## config.mk

```make
export PLATFORM = sky130hd
export DESIGN_NAME = sar_pwm_dac
export DESIGN_NICKNAME = d
export VERILOG_FILES = /design/src/rtl/sar_pwm_dac.sv
export SDC_FILE = /design/constraint.sdc
export NUM_CORES = 1
export LEC_CHECK = 0
export CAP_MARGIN = 20
export CELL_PAD_IN_SITES_DETAIL_PLACEMENT = 1
export CELL_PAD_IN_SITES_GLOBAL_PLACEMENT = 1
export CORE_MARGIN = 5
export CORE_UTILIZATION = 47
export CTS_BUF_LIST = sky130_fd_sc_hd__clkbuf_4 sky130_fd_sc_hd__clkbuf_8
export DETAILED_ROUTE_END_ITERATION = 8
export PLACE_DENSITY = 0.84
export SETUP_SLACK_MARGIN = 0.5
export SYNTH_ARGS = -nofsm -noshare
export SYNTH_HDL_FRONTEND = slang
export SYNTH_SLANG_ARGS = --single-unit
```

## constraint.sdc

```tcl
create_clock -name clk -period 3.2 [get_ports clk]
set_input_delay 0.8 -clock clk [delete_from_list [all_inputs] [get_ports clk]]
set_output_delay 0.8 -clock clk [all_outputs]
set_load 0.01 [all_outputs]
```

## src/rtl/sar_pwm_dac.sv

```systemverilog
// sar_pwm_dac
// SAR analog back end. Takes an 8-bit trial code, drives it out as a PWM
// waveform for an external RC-filtered DAC, waits SETTLE_PERIODS full PWM
// periods for the filter to settle, then takes three synchronized comparator
// samples and returns their majority as a one-bit decision.
//
// Ports:
//   clk         system clock
//   rst         synchronous active-high reset
//   code_in     8-bit trial code from the SAR controller
//   code_valid  trial code offered
//   code_ready  block can accept a code (IDLE, not in reset)
//   comp_in     raw external comparator output, asynchronous to clk
//   pwm_out     registered PWM drive to the RC filter
//   comp_out    decision for the last accepted code, held until the next one
//   comp_valid  one-cycle pulse marking a new comp_out
//   busy        high while settling or sampling
module sar_pwm_dac #(
    parameter int SETTLE_PERIODS = 4
) (
    input  logic       clk,
    input  logic       rst,
    input  logic [7:0] code_in,
    input  logic       code_valid,
    output logic       code_ready,
    input  logic       comp_in,
    output logic       pwm_out,
    output logic       comp_out,
    output logic       comp_valid,
    output logic       busy
);

    typedef enum logic [1:0] {
        ST_IDLE   = 2'd0,
        ST_SETTLE = 2'd1,
        ST_SAMPLE = 2'd2
    } state_t;

    localparam logic [3:0] LAST_PERIOD_C = 4'(SETTLE_PERIODS - 1);

    state_t     state_r;
    state_t     state_nxt_s;
    logic [7:0] code_r;
    logic [7:0] pwm_cnt_r;
    logic [3:0] period_r;
    logic [1:0] samp_cnt_r;
    logic [1:0] samp_r;
    logic       sync1_r;
    logic       sync2_r;
    logic       pwm_r;
    logic       comp_out_r;
    logic       comp_valid_r;
    logic       busy_r;
    logic       ready_r;
    logic       accept_s;
    logic       settle_done_s;
    logic       sample_done_s;

    // Majority vote of three comparator samples rejects a single-cycle glitch.
    function automatic logic maj3(input logic a, input logic b, input logic c);
        return (a & b) | (a & c) | (b & c);
    endfunction

    // ready_r mirrors "state is IDLE"; rst gates it so nothing is offered in reset.
    assign code_ready    = ready_r & ~rst;
    assign accept_s      = code_valid & ready_r;
    assign settle_done_s = (state_r == ST_SETTLE) && (period_r == LAST_PERIOD_C) &&
                           (pwm_cnt_r == 8'hFF);
    assign sample_done_s = (state_r == ST_SAMPLE) && (samp_cnt_r == 2'd2);

    assign pwm_out    = pwm_r;
    assign comp_out   = comp_out_r;
    assign comp_valid = comp_valid_r;
    assign busy       = busy_r;

    // Next-state logic for the IDLE -> SETTLE -> SAMPLE sequence.
    always_comb begin
        state_nxt_s = state_r;
        case (state_r)
            ST_IDLE: begin
                if (accept_s) state_nxt_s = ST_SETTLE;
                else          state_nxt_s = ST_IDLE;
            end
            ST_SETTLE: begin
                if (settle_done_s) state_nxt_s = ST_SAMPLE;
                else               state_nxt_s = ST_SETTLE;
            end
            ST_SAMPLE: begin
                if (sample_done_s) state_nxt_s = ST_IDLE;
                else               state_nxt_s = ST_SAMPLE;
            end
            default: state_nxt_s = ST_IDLE;
        endcase
    end

    // State register plus the registered busy/ready decodes of the next state.
    always_ff @(posedge clk) begin
        if (rst) begin
            state_r <= ST_IDLE;
            busy_r  <= 1'b0;
            ready_r <= 1'b1;
        end else begin
            state_r <= state_nxt_s;
            busy_r  <= (state_nxt_s != ST_IDLE);
            ready_r <= (state_nxt_s == ST_IDLE);
        end
    end

    // Code latch on handshake; the held code keeps driving PWM while idle.
    always_ff @(posedge clk) begin
        if (rst)           code_r <= 8'h00;
        else if (accept_s) code_r <= code_in;
        else               code_r <= code_r;
    end

    // Free-running PWM counter, restarted so each trial begins a fresh period.
    always_ff @(posedge clk) begin
        if (rst)           pwm_cnt_r <= 8'h00;
        else if (accept_s) pwm_cnt_r <= 8'h00;
        else               pwm_cnt_r <= pwm_cnt_r + 8'd1;
    end

    // Settling period counter, advanced on each PWM wrap during SETTLE.
    always_ff @(posedge clk) begin
        if (rst)                                             period_r <= 4'd0;
        else if (accept_s)                                   period_r <= 4'd0;
        else if ((state_r == ST_SETTLE) && (pwm_cnt_r == 8'hFF)) period_r <= period_r + 4'd1;
        else                                                 period_r <= period_r;
    end

    // Registered PWM compare: duty is code/256, 0x00 never high.
    always_ff @(posedge clk) begin
        if (rst) pwm_r <= 1'b0;
        else     pwm_r <= (pwm_cnt_r < code_r);
    end

    // Two-flop synchronizer for the asynchronous comparator input.
    always_ff @(posedge clk) begin
        if (rst) begin
            sync1_r <= 1'b0;
            sync2_r <= 1'b0;
        end else begin
            sync1_r <= comp_in;
            sync2_r <= sync1_r;
        end
    end

    // Capture the first two samples; the third is taken directly at the vote.
    always_ff @(posedge clk) begin
        if (rst) begin
            samp_cnt_r <= 2'd0;
            samp_r     <= 2'b00;
        end else if ((state_r == ST_SAMPLE) && !sample_done_s) begin
            samp_cnt_r <= samp_cnt_r + 2'd1;
            case (samp_cnt_r)
                2'd0:    samp_r[0] <= sync2_r;
                2'd1:    samp_r[1] <= sync2_r;
                default: samp_r    <= samp_r;
            endcase
        end else begin
            samp_cnt_r <= 2'd0;
            samp_r     <= samp_r;
        end
    end

    // Decision register and its one-cycle valid pulse.
    always_ff @(posedge clk) begin
        if (rst) begin
            comp_out_r   <= 1'b0;
            comp_valid_r <= 1'b0;
        end else if (sample_done_s) begin
            comp_out_r   <= maj3(samp_r[0], samp_r[1], sync2_r);
            comp_valid_r <= 1'b1;
        end else begin
            comp_out_r   <= comp_out_r;
            comp_valid_r <= 1'b0;
        end
    end

endmodule

```

==> results of run 1 <==
synth_stat cells:
library cell	number
a2111oi_0	1
a211oi_1	1
a21oi_1	17
a221oi_4	1
and2_1	1
clkbuf_1	4
dfxtp_1	33
ha_1	12
inv_1	11
mux2i_1	1
nand2_1	26
nand2b_1	2
nand3_1	5
nand3_2	1
nand3b_1	1
nand4b_2	1
nor2_1	14
nor2b_1	4
nor3_1	3
nor3b_1	3
nor4_1	2
o2111a_1	1
o21ai_0	5
or2_1	1
or3_1	2
or3b_2	1
or4b_4	1
xnor2_1	5
xor2_1	2
cell type report:
cell class,instances,area [sq um]
inverter,11,41.3
fill,373,1280
timing repair buffer,17,166
sequential,33,661
multi-input combinational,114,728
clock buffer,7,58.8
tap,33,41.3
clock inverter,1,30.0
flip-flops by register name, indices dropped and copies added, names as in the netlist:
name,count
busy,1
code_r,8
comp_out,1
comp_valid,1
period_r,4
pwm_cnt_r,8
pwm_out,1
ready_r,1
samp_cnt_r,2
samp_r,2
state_r,2
sync1_r,1
sync2_r,1
per-layer routing:
metal | routed length [um] | global-route usage, %
met1 | 1260 | 17.1
met2 | 1720 | 32.1
met3 | 145 | 6.32
met4 | 48 | 5.44
met5 | 0 | 0
report_power, final:
group | internal, mW | switching [mW]
clock network | 0.195 | 0.141
logic | 0.0355 | 0.0352
registers | 0.426 | 0.0101
total | 0.656 | 0.186
how the worst max path moves through the flow:
stage	slack, ps	startpoint	end	cells after the start
floorplan	1170	rst	code_ready	2
detailed placement	470	rst	code_ready	3
finish	760	rst	code_ready	3
global route	710	rst	code_ready	3
CTS	740	rst	code_ready	3
global placement	530	rst	code_ready	3
logic make-up (layout without fill, tap and decap cells):
kind of cell               Yosys count  after routing  synth area share [%]
and+or+nand+nor                     68             68                  23.7
DFF                                 33             33                  45.7
AOI/OAI and AO/OA                   26             26                  11.3
buffers and inverters               15             36                  3.90
adders and majority gates           12             12                  10.4
xor gates and xnor gates             7              7                  4.24
muxes                                1              1                 0.693
worst reg2reg max path, stage by stage, from the launching register on:
cell,delay [ps]
dfxtp_1,400
ha_1,240
nand2_1,150
or4b_4,560
a221oi_4,290
or2_1,150
timing repair:
item,CTS,global route
setup buffers,0,0
setup endpoints to repair,1,0
resized for setup,1,0
through the flow:
step	power, mW	instances	setup WS, ps	hold slack (ps)
after global placement	0.513	208	530	427
after floorplan	0.482	162	1170	414
final	0.843	216	763	463
after global routing	0.889	216	713	472
after CTS	0.855	216	735	466
after detailed placement	0.518	208	469	452
==> metrics.md, run 1 <==
| Metric | Value |
|---|---|
| Outcome | `complete, no violations` |
| Worst path cell trace | `clkdlybuf4s50_1 -> nor2b_1 -> dlygate4sd2_1` |
| Layout cells sized above 1 | `7.65%` |
| Final core utilization | `57.5%` |
| Total negative slack | `0 ps` |
| Worst vdd ir | `0.320 mV` |
| DRC | `0` |
| Sink Count | `33` |
| Nets | `206` |
| Netlist cell types | `29` |
| Vias/cell | `5.41` |
| Dpl cell area | `0.00164 sq mm` |
| Post-layout min period | `2440 ps` |
| Crit path buf inv count | `2` |
| Worst-path fanout max | `2` |
| Reg2reg path depth | `5` |
| Commonest cells after routing, fill and taps aside | `33 x dfxtp_1, 26 x nand2_1, 17 x a21oi_1` |
| Vias in the first global route | `1302` |
| Synth area leader | `dfxtp_1` |
| Die Width | `65.5 um` |
| Clock Skew | `11.2 ps` |
| Drt total wl | `3170 um` |
| Diode count | `0` |
| GP Congestion | `0.743` |
| Worst path top cell family by delay | `buffers and inverters` |
| Synth top area cells | `dfxtp_1 46%, ha_1 10%, nand2_1 6.8%, a21oi_1 5.9%, nor2_1 3.6%` |
| Critical path class | `primary input to primary output` |
| Yosys Warn Count | `0` |
| Max Slew Vio Count | `0` |
| Worst path required time | `2400 ps` |
| Root Driver | `clkbuf_4` |
| Flops & latches, synth | `33` |
| Max H-tree Level | `2` |
| Unrepaired setup endpoints after global routing | `false` |
| CP arrival | `1640 ps` |
| CP max stage delay | `420 ps` |
| Leakage | `0.647 nW` |
| Max-slew headroom | `65.0%` |
| Largest net degree at the start of global routing | `21` |
| Io pins | `17` |
| Final hold vios | `0` |
| TritonCTS clock tree | `built` |
| Synth Instances | `162` |
| Total GRT Usage | `17.0%` |
| DRT Pass-1 Iters | `3` |
| Core area | `0.00300 sq mm` |
| Total grt overflow | `0` |
| Post-synth top area share | `45.7%` |
| Final period util | `76.1%` |
| Chip height | `65.5 um` |
| Num rows | `20` |
| Critical Path Sink Type | `primary output` |
| HP Start | `code_r[3]` |
| Register area share after synthesis | `45.7%` |
| Number of I/O port buffers | `16` |
| Worst R2R Start | `pwm_cnt_r[0]` |
| Hold Crit Endpoint | `code_r[3]` |
| Via count | `1169` |
| CTS Buf Count | `5` |
| First-pass GRT wire length | `5540 um` |
| Initial core utilization | `48.1%` |
| Iteration-0 DRC Markers | `18` |
| Drt wl/cell | `14.7 um` |
| Detail Route Antenna Nets | `0` |
| Worst-path clk slew | `90 ps` |
| Die Footprint | `0.00428 sq mm` |
| Final setup vio count | `0` |
| P&R area growth vs syn | `19.5%` |
| Hold buffers post-CTS | `0` |
| Initial antenna violation count | `0` |
| CP max stage cell | `clkdlybuf4s50_1` |
| Pwr/cell area | `488 mW/mm^2` |
| Worst min-delay path category | `register to register` |
| Post-route cell area | `0.00173 sq mm` |
| Synth Cell Area | `0.00145 sq mm` |
| Avg Cell Area, Syn | `8.92 sq um` |
| Clock latency on the worst-skew pair | `340 ps` |
| Detailed placement HPWL | `2310 um` |
| Hold depth | `2` |
| Worst-Margin Slew | `523 ps` |
| Post-Syn Nets | `186` |
| Most common cell after layout, fill and taps aside | `dfxtp_1` |
| Crit start category | `primary input` |
| Longest Clk Path Bufs | `2` |
| Max-Cap Viols | `0` |
| F_max | `410 MHz` |
| R2r setup slk | `1360 ps` |
| RR Endpoint | `busy` |
No activity file was read; power rests on OpenSTA's default activity.
==> inputs of run 2 (changes only) <==
- CORE_UTILIZATION: 47 -> 39
- PLACE_DENSITY: 0.84 -> 0.74
- clock period: 3.2 -> 2.05 ns (I/O delays scaled with it)
==> metrics.md, run 2 (synthesis results as in run 1) <==
| Metric | Value |
|---|---|
| Outcome | `complete, no violations` |
| CTS Buf Count | `5` |
| Iteration-0 DRC Markers | `26` |
| Worst min-delay path category | `register to register` |
| Root Driver | `clkbuf_8` |
| Final hold vios | `0` |
| Pwr/cell area | `699 mW/mm^2` |
| Final core utilization | `52.9%` |
| Max Slew Vio Count | `0` |
| Reg area | `676 sq um` |
| Nets | `216` |
| Total GRT Usage | `15.1%` |
| Sink Count | `33` |
| Io pins | `17` |
| Initial core utilization | `39.8%` |
| HP Start | `sync1_r` |
| Clock Skew | `7.43 ps` |
| Hold depth | `1` |
| Worst-path clk slew | `60 ps` |
| Detail Route Antenna Nets | `0` |
| Final period util | `79.1%` |
| Total negative slack | `0 ps` |
| Critical Path Sink Type | `register` |
| Area of the multi-input gates | `811 sq um` |
| Dpl cell area | `0.00169 sq mm` |
| Worst-path fanout max | `3` |
| First-pass GRT wire length | `5890 um` |
| Diode count | `0` |
| Hold buffers post-CTS | `0` |
| Drt total wl | `3430 um` |
| Critical path class | `register to register` |
| Reg2reg path depth | `5` |
| Critical Path Start | `period_r[1]` |
| Post-layout min period | `1620 ps` |
| Unrepaired setup endpoints after global routing | `true` |
| Crit start category | `register` |
| Total grt overflow | `0` |
| Drt wl/cell | `14.2 um` |
| Worst vdd ir | `0.333 mV` |
| CP arrival | `1850 ps` |
| Longest Clk Path Bufs | `2` |
| Number of I/O port buffers | `16` |
| Placement Setup Slack | `-105 ps` |
| DRC | `0` |
| Largest net degree at the start of global routing | `21` |
| Final setup vio count | `0` |
| P&R area growth vs syn | `32.9%` |
| Chip height | `70.9 um` |
| Worst path required time | `2280 ps` |
| Via count | `1209` |
| TritonCTS clock tree | `built` |
| Overall power | `1.34 mW` |
| Die Footprint | `0.00502 sq mm` |
| RR Endpoint | `state_r[1]` |
| Worst-Margin Slew | `484 ps` |
| Max-Cap Viols | `0` |
| Core area | `0.00363 sq mm` |
| Layout fillers | `430` |
| Initial antenna violation count | `0` |
| DRT Pass-1 Iters | `4` |
| Detailed placement HPWL | `2430 um` |
| Clock latency on the worst-skew pair | `280 ps` |
| Post-route cell area | `0.00192 sq mm` |
| F_max | `616 MHz` |
| Vias/cell | `5.02` |
| Hold Crit Endpoint | `sync2_r` |
| Leakage | `0.750 nW` |
| Max-slew headroom | `67.4%` |
| Setup ws final | `428 ps` |
| Commonest cells after routing, fill and taps aside | `25 x nand2_1, 25 x dfxtp_1, 16 x a21oi_1` |
| Worst R2R Start | `period_r[1]` |
| Vias in the first global route | `1301` |
| Largest registers | `code_r (8), pwm_cnt_r (8), period_r (4)` |
| Max H-tree Level | `2` |
| Layout cells sized above 1 | `21.8%` |
| R2r setup slk | `430 ps` |
| Num rows | `22` |
| GP Congestion | `0.727` |
| Die Width | `70.9 um` |
run 2: power by group:
| part | internal [mW] | leakage [nW] | switching, mW |
|---|---|---|---|
| registers | 0.665 | 0.273 | 0.0171 |
| logic | 0.0665 | 0.423 | 0.0633 |
| clock network | 0.303 | 0.0542 | 0.227 |
| total | 1.03 | 0.750 | 0.308 |
run 2: what timing repair did:
item / CTS / global route
endpoints found under the setup margin: 10 / 6
buffers inserted: 5 / 2
gates resized for setup: 21 / 9
gates cloned: 0 / 0
hold endpoints to repair: 0 / 0
pin swaps: 5 / 4
run 2: how the worst max path moves through the flow:
| stage | endpoint | slack (ps) | cells after the start |
|---|---|---|---|
| final | state_r[1] | 430 | 5 |
| after global routing | ready_r | 370 | 5 |
| after CTS | busy | 390 | 5 |
| after detailed placement | code_ready | -110 | 3 |
| after global placement | code_ready | -40 | 3 |
| after floorplan | ready_r | 500 | 5 |
run 2: final cells by class:
cell class                      instances  share of cell area [%]
Timing Repair Buffer                   27                    12.1
Sequential cell                        33                    35.2
Multi-Input combinational cell        114                    42.2
Tap cell                               48                    3.13
Inverter                               11                    2.15
Clock buffer                            7                    5.02
Clock inverter                          1                   0.261
run 2: critical path: stages, from the launching register on:
cell	delay (ps)
dfxtp_2	360
ha_4	140
nor3b_4	180
or4b_4	500
a221oi_4	250
buf_4	150
run 2: metal layers:
| layer | global-route usage, % | share of wire, % | vias up |
|---|---|---|---|
| li1 | - | - | 602 |
| met1 | 15.1 | 39 | 577 |
| met2 | 28.1 | 54 | 19 |
| met3 | 4.69 | 3.9 | 11 |
| met4 | 7.31 | 3.0 | 0 |
| met5 | 0 | 0 | - |
run 2: metrics by stage:
stage | cells | hold slack [ps]
floorplan | 162 | 414
global placement | 226 | 423
detailed placement | 226 | 430
CTS | 239 | 453
global route | 241 | 472
finish | 241 | 444
==> inputs of run 3 (changes only) <==
- CORE_UTILIZATION: 39 -> 43
- PLACE_DENSITY: 0.74 -> 0.77
- clock period: 2.05 -> 1.6 ns (I/O delays scaled with it)
==> metrics.md, run 3 (synthesis results as in run 1) <==
| Metric | Value |
|---|---|
| Post-route cell area | `0.00240 sq mm` |
| Io pins | `17` |
| DRT Pass-1 Iters | `4` |
| Initial core utilization | `44.0%` |
| GP Congestion | `0.726` |
| Total grt overflow | `0` |
| Nets | `239` |
| Vias/cell | `5.53` |
| Total negative slack | `-363 ps` |
| Vias in the first global route | `1573` |
| Root Driver | `clkbuf_4` |
| Clock latency on the worst-skew pair | `360 ps` |
| Most common cell after layout, fill and taps aside | `nand2_1` |
| Detailed placement HPWL | `2630 um` |
| Initial antenna violation count | `0` |
| TritonCTS clock tree | `built` |
| Failing checks | `setup timing` |
| Final setup vio count | `3` |
| Iteration-0 DRC Markers | `69` |
| Layout cells sized above 1 | `49.1%` |
| Final period util | `110%` |
| Worst vdd ir | `0.542 mV` |
| Max Slew Vio Count | `0` |
| Largest net degree at the start of global routing | `13` |
| Post-layout min period | `1760 ps` |
| Worst-path clk slew | `110 ps` |
| Setup ws final | `-158 ps` |
| CTS Buf Count | `5` |
| Longest Clk Path Bufs | `2` |
| Total GRT Usage | `22.7%` |
| Diode count | `0` |
| Layout fillers | `335` |
| CP arrival | `2050 ps` |
| Final hold vios | `0` |
| Max-Cap Viols | `0` |
| Clock Skew | `24.7 ps` |
| Commonest cells after routing, fill and taps aside | `22 x nand2_1, 17 x buf_4, 15 x dfxtp_1` |
| Critical Path Sink Type | `register` |
| Critical path class | `register to register` |
| Via count | `1448` |
| Outcome | `complete, but fails checks` |
| Leakage | `1.01 nW` |
| Largest registers | `code_r (8), pwm_cnt_r (8), period_r (4)` |
| Core area | `0.00328 sq mm` |
| Worst min-delay path category | `register to register` |
| F_max | `569 MHz` |
| Chip height | `68.0 um` |
| Max H-tree Level | `2` |
| Crit start category | `register` |
| Worst-Margin Slew | `293 ps` |
| Num rows | `21` |
| Detail Route Antenna Nets | `0` |
| Sink Count | `33` |
| Dpl cell area | `0.00186 sq mm` |
| First-pass GRT wire length | `7530 um` |
| Worst path required time | `1890 ps` |
| Die Width | `68.0 um` |
| P&R area growth vs syn | `65.8%` |
| Pwr/cell area | `709 mW/mm^2` |
| DRC | `0` |
| Number of I/O port buffers | `16` |
| Drt total wl | `5960 um` |
| Unrepaired setup endpoints after global routing | `true` |
| Drt wl/cell | `22.8 um` |
| Max-slew headroom | `80.4%` |
| Die Footprint | `0.00462 sq mm` |
| Worst-path fanout max | `3` |
run 3: cell count changes in the layout (fill, tap and decap cells not counted), moves of 5 or more:
cell | before | now
a21oi_2 | 1 | 7
dlygate4sd2_1 | 5 | 0
clkbuf_4 | 0 | 5
buf_6 | 0 | 14
dfxtp_1 | 25 | 15
a21oi_1 | 16 | 9
dfxtp_2 | 6 | 13
clkbuf_8 | 7 | 2
buf_4 | 11 | 17
run 3: final timing paths:
kind / end / slack, ps / cells after the start / startpoint
worst max register to register: busy / -160 / 5 / period_r[0]
worst min register to register: sync2_r / 460 / 1 / sync1_r
worst max-delay path: busy / -160 / 5 / period_r[0]
worst min-delay path: sync2_r / 460 / 1 / sync1_r
run 3: final cells by class:
class,count,area [sq um],share of cell area (%)
well taps,46,57.6,2.40
multi-input cells,114,998,41.7
inverters,11,41.3,1.72
flip-flops and latches,33,696,29.0
clock buffers,7,65.1,2.72
clock inverters,1,5.00,0.209
repair buffers,50,533,22.2
run 3: where the power goes:
| part | total, mW | internal, mW | switching [mW] |
|---|---|---|---|
| logic | 0.249 | 0.128 | 0.121 |
| registers | 0.872 | 0.846 | 0.0255 |
| clock network | 0.578 | 0.255 | 0.323 |
| total | 1.70 | 1.23 | 0.469 |
run 3: repair_timing:
item,CTS,global route
endpoints found under the setup margin,29,33
gates cloned,1,0
hold buffers,0,0
resized for setup,62,31
pin swaps,16,16
setup buffers,10,9
run 3: critical path, cell delays in order (launching register included):
cell and delay (ps):
dfxtp_2 390, ha_4 150, nor3b_4 220, or4b_4 500, a221oi_4 290, or2_1 140
run 3: through the flow:
stage          total power [mW]  hold slack, ps  utilization, %  std cells  worst slack (ps)
2_1_floorplan             0.976             413               -        162              90.9
3_3_place_gp               1.06             418            56.5        234              -312
3_5_place_dp               1.07             430            56.5        234              -338
4_1_cts                    1.63             460            67.3        253             -41.5
5_1_grt                    1.76             463            73.0        262              -232
6_report                   1.70             458            73.0        262              -158
run 3: routing by layer:
| layer | vias to the layer above | GRT usage [%] | part of all wire (%) |
|---|---|---|---|
| li1 | 650 | - | - |
| met3 | 22 | 5.75 | 4.4 |
| met2 | 60 | 42.6 | 54 |
| met1 | 716 | 22.9 | 37 |
| met5 | - | 0 | 0 |
| met4 | 0 | 11.4 | 4.4 |
